**src/rtl/xnor_popcount_seq.sv**
```systemverilog
// xnor_popcount_seq
//   Sequencer/accumulator for a binary-neural-network neuron. Streams an
//   xnor-popcount dot product through one CHUNK_W-wide popcount datapath,
//   accumulates partial counts over a configurable number of beats, compares
//   the total against a signed threshold and returns it over valid/ready.
//
//   Optional feature macro: XNOR_POPCOUNT_SEQ_BIPOLAR_EN
//     defined   : out_sum = 2*acc - beats*CHUNK_W (signed +/-1 dot product)
//     undefined : out_sum = {1'b0, acc}
//
//   Ports:
//     clk         clock, rising edge
//     rst         asynchronous active-high reset
//     cfg_beats   beats per vector, sampled on the first beat of a vector
//     cfg_thresh  signed threshold, sampled with cfg_beats
//     in_valid    beat valid            in_ready   beat accept
//     xi, wi      activation / weight chunk
//     out_valid   result valid          out_ready  result accept
//     out_sum     accumulated result (signed container)
//     out_bit     out_sum >= threshold
//     busy        high in any state other than IDLE
//     err_cfg     sticky illegal-configuration flag
module xnor_popcount_seq #(
    parameter int CHUNK_W   = 64,
    parameter int CNT_W     = 7,
    parameter int MAX_BEATS = 16,
    parameter int BEAT_W    = 5,
    parameter int ACC_W     = 11
) (
    input  logic               clk,
    input  logic               rst,
    input  logic [BEAT_W-1:0]  cfg_beats,
    input  logic [ACC_W:0]     cfg_thresh,
    input  logic               in_valid,
    output logic               in_ready,
    input  logic [CHUNK_W-1:0] xi,
    input  logic [CHUNK_W-1:0] wi,
    output logic               out_valid,
    input  logic               out_ready,
    output logic [ACC_W:0]     out_sum,
    output logic               out_bit,
    output logic               busy,
    output logic               err_cfg
);

    typedef enum logic [1:0] {IDLE, RUN, FLUSH, HOLD} state_t;

    state_t             st, st_next;
    logic [BEAT_W-1:0]  beats_l, beat_cnt, beats_clamped;
    logic [ACC_W:0]     thresh_l;
    logic               cfg_bad;
    logic               beat_xfer;
    logic [CHUNK_W-1:0] match_bits;
    logic [CNT_W-1:0]   pc_comb, pc_r;
    logic               pc_v, pc_first;
    logic [ACC_W-1:0]   acc, acc_next;
    logic [ACC_W:0]     sum_val;

    assign beat_xfer  = in_valid && in_ready;
    assign busy       = (st != IDLE);
    assign match_bits = xi ~^ wi;

    always_comb begin
        pc_comb = '0;
        for (int unsigned i = 0; i < CHUNK_W; i++)
            pc_comb = pc_comb + CNT_W'(match_bits[i]);
    end

    // Zero and oversize beat counts are coerced into the legal range.
    always_comb begin
        cfg_bad       = 1'b0;
        beats_clamped = cfg_beats;
        if (cfg_beats == '0) begin
            cfg_bad       = 1'b1;
            beats_clamped = BEAT_W'(1);
        end else if (cfg_beats > BEAT_W'(MAX_BEATS)) begin
            cfg_bad       = 1'b1;
            beats_clamped = BEAT_W'(MAX_BEATS);
        end
    end

    always_ff @(posedge clk or posedge rst) begin
        if (rst) st <= IDLE;
        else     st <= st_next;
    end

    always_comb begin
        st_next   = st;
        in_ready  = 1'b0;
        out_valid = 1'b0;
        case (st)
            IDLE: begin
                in_ready = 1'b1;
                if (in_valid)
                    st_next = (beats_clamped == BEAT_W'(1)) ? FLUSH : RUN;
            end
            RUN: begin
                in_ready = 1'b1;
                if (in_valid && (beat_cnt + BEAT_W'(1) == beats_l))
                    st_next = FLUSH;
            end
            FLUSH: st_next = HOLD;
            HOLD: begin
                out_valid = 1'b1;
                if (out_ready) st_next = IDLE;
            end
            default: st_next = IDLE;
        endcase
    end

    always_ff @(posedge clk or posedge rst) begin
        if (rst) begin
            beats_l  <= '0;
            thresh_l <= '0;
            beat_cnt <= '0;
            err_cfg  <= 1'b0;
        end else if (st == IDLE && beat_xfer) begin
            beats_l  <= beats_clamped;
            thresh_l <= cfg_thresh;
            beat_cnt <= BEAT_W'(1);
            if (cfg_bad) err_cfg <= 1'b1;
        end else if (st == RUN && beat_xfer) begin
            beat_cnt <= beat_cnt + BEAT_W'(1);
        end
    end

    // The first flag rides with pc_v so the accumulator restarts per vector.
    assign acc_next = (pc_first ? '0 : acc) + ACC_W'(pc_r);

    // The result is captured from acc_next so the final beat, absorbed on
    // the FLUSH->HOLD edge, is already included.
`ifdef XNOR_POPCOUNT_SEQ_BIPOLAR_EN
    assign sum_val = {acc_next, 1'b0} - (ACC_W+1)'(int'(beats_l) * CHUNK_W);
`else
    assign sum_val = {1'b0, acc_next};
`endif

    always_ff @(posedge clk or posedge rst) begin
        if (rst) begin
            pc_r     <= '0;
            pc_v     <= 1'b0;
            pc_first <= 1'b0;
            acc      <= '0;
            out_sum  <= '0;
            out_bit  <= 1'b0;
        end else begin
            pc_v <= beat_xfer;
            if (beat_xfer) begin
                pc_r     <= pc_comb;
                pc_first <= (st == IDLE);
            end
            if (pc_v) acc <= acc_next;
            if (st == FLUSH) begin
                out_sum <= sum_val;
                out_bit <= ($signed(sum_val) >= $signed(thresh_l));
            end
        end
    end

endmodule

```
**config.mk**
```make
export PLATFORM = sky130hd
export DESIGN_NAME = xnor_popcount_seq
export DESIGN_NICKNAME = d
export VERILOG_FILES = /design/src/rtl/xnor_popcount_seq.sv
export SDC_FILE = /design/constraint.sdc
export NUM_CORES = 1
export LEC_CHECK = 0
export CAP_MARGIN = 20
export CORE_MARGIN = 8
export CORE_UTILIZATION = 45
export CTS_BUF_LIST = sky130_fd_sc_hd__clkbuf_4
export CTS_CLUSTER_DIAMETER = 120
export DETAILED_ROUTE_END_ITERATION = 6
export PLACE_DENSITY = 0.88
export SLEW_MARGIN = 30
export SYNTH_ARGS = -nofsm -noshare
export SYNTH_HDL_FRONTEND = slang
export SYNTH_SLANG_ARGS = --single-unit
```
**constraint.sdc**
```tcl
create_clock -name clk -period 4.9 [get_ports clk]
set_input_delay 0.735 -clock clk [delete_from_list [all_inputs] [get_ports clk]]
set_output_delay 0.735 -clock clk [all_outputs]
set_load 0.02 [all_outputs]
```
==> results.yml <==
timing:
  clock_skew_ns: 0.01001
  finalCriticalPeriod_ns: 6.160
  finalCritPeriodShare_pct: 125.7
  fmaxAchievable_mhz: 162.3
  drv_slew: 0
  finalHoldViolations: 0
  worst_slew_pin_slew_ns: 0.8378
  holdWs_ns: 0.4909
  setup-violations-final: 7
  worst_slack_ns: -1.260
  rsz0062_at_grt: "yes"
  slew_headroom_pct: 44.01
synth:
  ys_seq_area_share_pct: 26.82
  synth_edf_count: 0
  syn_nets: 748
  synthCells: 504
  ys_warn_count: 0
  avgSynthCellArea_um2: 10.55
  synth-async-reset-ratio_pct: 100.0
  synthDistinctLibCells: 56
  netlist_area_um2: 5318
  ys_ff_latch: 57
  synth_ff_type: "dfrtp_1"
floorplan:
  fp.dieH_um: 124.7
  die_x_um: 124.7
  die_area_um2: 15550
  initial_utilization_pct: 46.37
  core_um2: 11470
  io_pins: 166
  rows: 39
layout:
  num_antenna_cells: 0
  fill_cells: 869
  nets: 924
  layout-drive-gt1-share_pct: 20.91
  area_growth_pct: 38.99
global_route:
  grt_overflow_total: 0
  grt_pass1_wl_mm: 21.37
  grt_pass1_vias: 4689
  grt_usage_pct: 16.69
  grtUsageMet2_pct: 33.15
  met3_usage_pct: 5.149
  antenna_found_initial: 0
  grt_max_degree: 58
  met1_usage_pct: 16.09
  top_usage_layer: "met2"
clocking:
  cts_tree: "built"
  cts_made_buffers: 9
  htree_levels: 3
  cts_hold_buf: 0
  clk_latency_ns: 0.40
  cts_sinks: 57
  clk_path_buf_depth: 2
  path_clk_slew_ns: 0.09
  root_buffer: "clkbuf_4"
hold_path:
  min_from: "err_cfg$_DFFE_PP0P_"
  hold_end: "err_cfg$_DFFE_PP0P_"
  hold_path_depth: 1
  min_path_type: "flip-flop to flip-flop"
route:
  vias_per_cell: 4.966
  wl_per_cell_um: 15.90
  drc: 0
  postRouteAntennaNets: 0
  drt_iter0_markers: 213
  drtPass1Iterations: 4
  vias: 4107
  wirelength_mm: 13.15
run_status:
  violations: "setup timing"
  status: "finished with violations"
worst_setup_path:
  end_kind: "flip-flop"
  cp_cell_sequence: "buf_6 > xor2_2 > fa_1 > inv_2 > fa_2 > inv_2 > fa_1 > fa_1 > fa_1 > inv_2 > fa_1 > inv_1 > fa_2 > fa_1 > inv_2 > ha_4 > fa_2 > a21o_1 > a21oi_2 > o21bai_1 > a21oi_1 > o21ai_1"
  slowest_stage: "fa_1"
  crit_type: "primary input to flip-flop"
  crit_fanout: 2
  r2r.worst_path.cells: 12
  regToRegSetupSlack_ns: 1.20
  critPathTopFamily: "adder cells"
  cp.required_ns: 5.15
  critical_path_arrival_ns: 6.41
  startpoint_type: "primary input"
  r2r-start: "pc_first$_DFFE_PP0P_"
  critPathBufInv: 6
  cp_common_cell: "fa_1"
  rr_endpoint: "out_bit$_DFFE_PP0P_"
  critical-path-max-stage-delay_ns: 0.56
placement:
  routabilityCongestion: 0.8220
  portBuffers: 164
  hpwl_mm: 11.21
run:
  max-cap-violations: 0
cell type report:
class | instances | area (µm²) | share of cell area, %
well taps | 143 | 178.9 | 2.421
flip-flops and latches | 57 | 1426 | 19.30
repair buffers | 177 | 1594 | 21.57
clock buffers | 9 | 67.56 | 0.9142
inverters | 77 | 291.5 | 3.944
multi-input cells | 358 | 3806 | 51.50
clock inverters | 6 | 26.28 | 0.3555
cell usage in the layout, fill, tap and decap left out, types with 5 or more instances in the layout:
cell type	netlist	routed
fa_1	55	50
inv_2	0	10
nor2_1	13	13
buf_6	2	6
o21ai_0	23	20
dlygate4sd2_1	0	25
xor2_2	0	6
nor2b_1	8	8
xnor2_2	1	24
clkbuf_2	1	15
buf_2	2	11
clkdlybuf4s50_1	0	98
dfrtp_1	57	57
xor2_1	25	18
inv_1	77	66
xnor2_1	56	33
clkdlybuf4s15_1	0	8
nand2_1	32	31
mux2_2	26	26
clkbuf_4	0	9
ha_1	40	39
buf_4	1	11
a21oi_1	14	12
fa_2	0	5
how the worst max path moves through the flow:
stage,startpoint,to,slack (ns),depth (start not counted)
2_1_floorplan,wi[57],pc_r[6]$_DFFE_PP0P_,-1.31,21
5_1_grt,wi[43],pc_r[6]$_DFFE_PP0P_,-1.43,22
3_3_place_gp,wi[57],pc_r[6]$_DFFE_PP0P_,-1.91,22
6_report,xi[57],pc_r[6]$_DFFE_PP0P_,-1.26,22
3_5_place_dp,wi[57],pc_r[6]$_DFFE_PP0P_,-2.01,22
4_1_cts,xi[53],pc_r[6]$_DFFE_PP0P_,-1.32,22
registers in the layout, summed over array words and instances (netlist names):
register / cells
out_sum: 11
beat_cnt: 5
acc: 11
pc_r: 7
pc_first: 1
pc_v: 1
out_bit: 1
beats_l: 5
err_cfg: 1
st: 2
thresh_l: 12
metrics by stage:
step	instance area (µm²)	setup slack [ns]	util, %	instances	setup TNS (ns)
after global routing	7391	-1.429	64.45	827	-8.048
after detailed placement	7171	-2.015	62.53	808	-12.33
after floorplan	5348	-1.314	-	504	-7.407
final	7391	-1.260	64.45	827	-7.039
after global placement	7168	-1.905	62.51	808	-11.77
after CTS	7372	-1.316	64.29	825	-7.245
Yosys cell counts, drive strengths merged, types with 2 or more instances:
| cell type | n | share of area (%) |
|---|---|---|
| xor2 | 25 | 4.1 |
| fa | 55 | 21 |
| dfrtp | 57 | 27 |
| buf | 6 | 0.82 |
| a21o | 4 | 0.59 |
| o21bai | 4 | 0.56 |
| a22o | 2 | 0.33 |
| o21ai | 23 | 2.2 |
| nor2 | 13 | 0.92 |
| o311a | 2 | 0.61 |
| xnor2 | 57 | 9.5 |
| nand2 | 32 | 2.3 |
| o22ai | 2 | 0.24 |
| inv | 77 | 5.4 |
| ha | 40 | 9.4 |
| mux2 | 26 | 5.5 |
| nand4 | 2 | 0.24 |
| a211oi | 3 | 0.52 |
| nor4 | 3 | 0.35 |
| nand3 | 2 | 0.19 |
| mux2i | 4 | 0.75 |
| o211ai | 4 | 0.56 |
| nor2b | 8 | 0.94 |
| nand2b | 4 | 0.47 |
| a21oi | 15 | 1.5 |
| nor3 | 3 | 0.28 |
| o21a | 4 | 0.56 |
| clkbuf | 6 | 0.45 |
| o31ai | 3 | 0.42 |
cells by family (layout without fill, tap and decap cells):
| family | Yosys count | in the layout | share of synthesized area [%] |
|---|---|---|---|
| AOI/OAI and AO/OA | 74 | 74 | 9.482 |
| DFF | 57 | 57 | 26.82 |
| other | 1 | 1 | 0.07052 |
| and+or+nand+nor | 76 | 76 | 6.895 |
| buffers and inverters | 89 | 269 | 6.706 |
| adders and majority gates | 95 | 95 | 30.12 |
| xor gates and xnor gates | 82 | 82 | 13.65 |
| muxes | 30 | 30 | 6.259 |
worst register-to-register path, cell delays in order, from the launching register on:
cell and delay (ns):
dfrtp_1 0.71, nor2b_1 0.10, ha_1 0.24, fa_1 0.45, a211oi_2 0.24, o21bai_1 0.17
o311a_2 0.40, xnor2_1 0.22, nor2_1 0.09, ha_1 0.22, a2111oi_0 0.39, o211ai_1 0.17
o21a_1 0.21
metal layers:
| metal | vias up | wire length [µm] |
|---|---|---|
| met5 | - | 0 |
| met4 | 0 | 215 |
| met3 | 19 | 686 |
| met2 | 112 | 7636 |
| met1 | 1995 | 4610 |
| li1 | 1981 | - |
timing repair:
item	in CTS	in global routing
gates resized for setup	165	44
endpoints found under the setup margin	7	7
pin swaps	71	36
buffers inserted	2	2
Power is left out: the tool's default activity adds up to more than one toggle a clock period on the data nets, which glitch-free logic cannot reach.
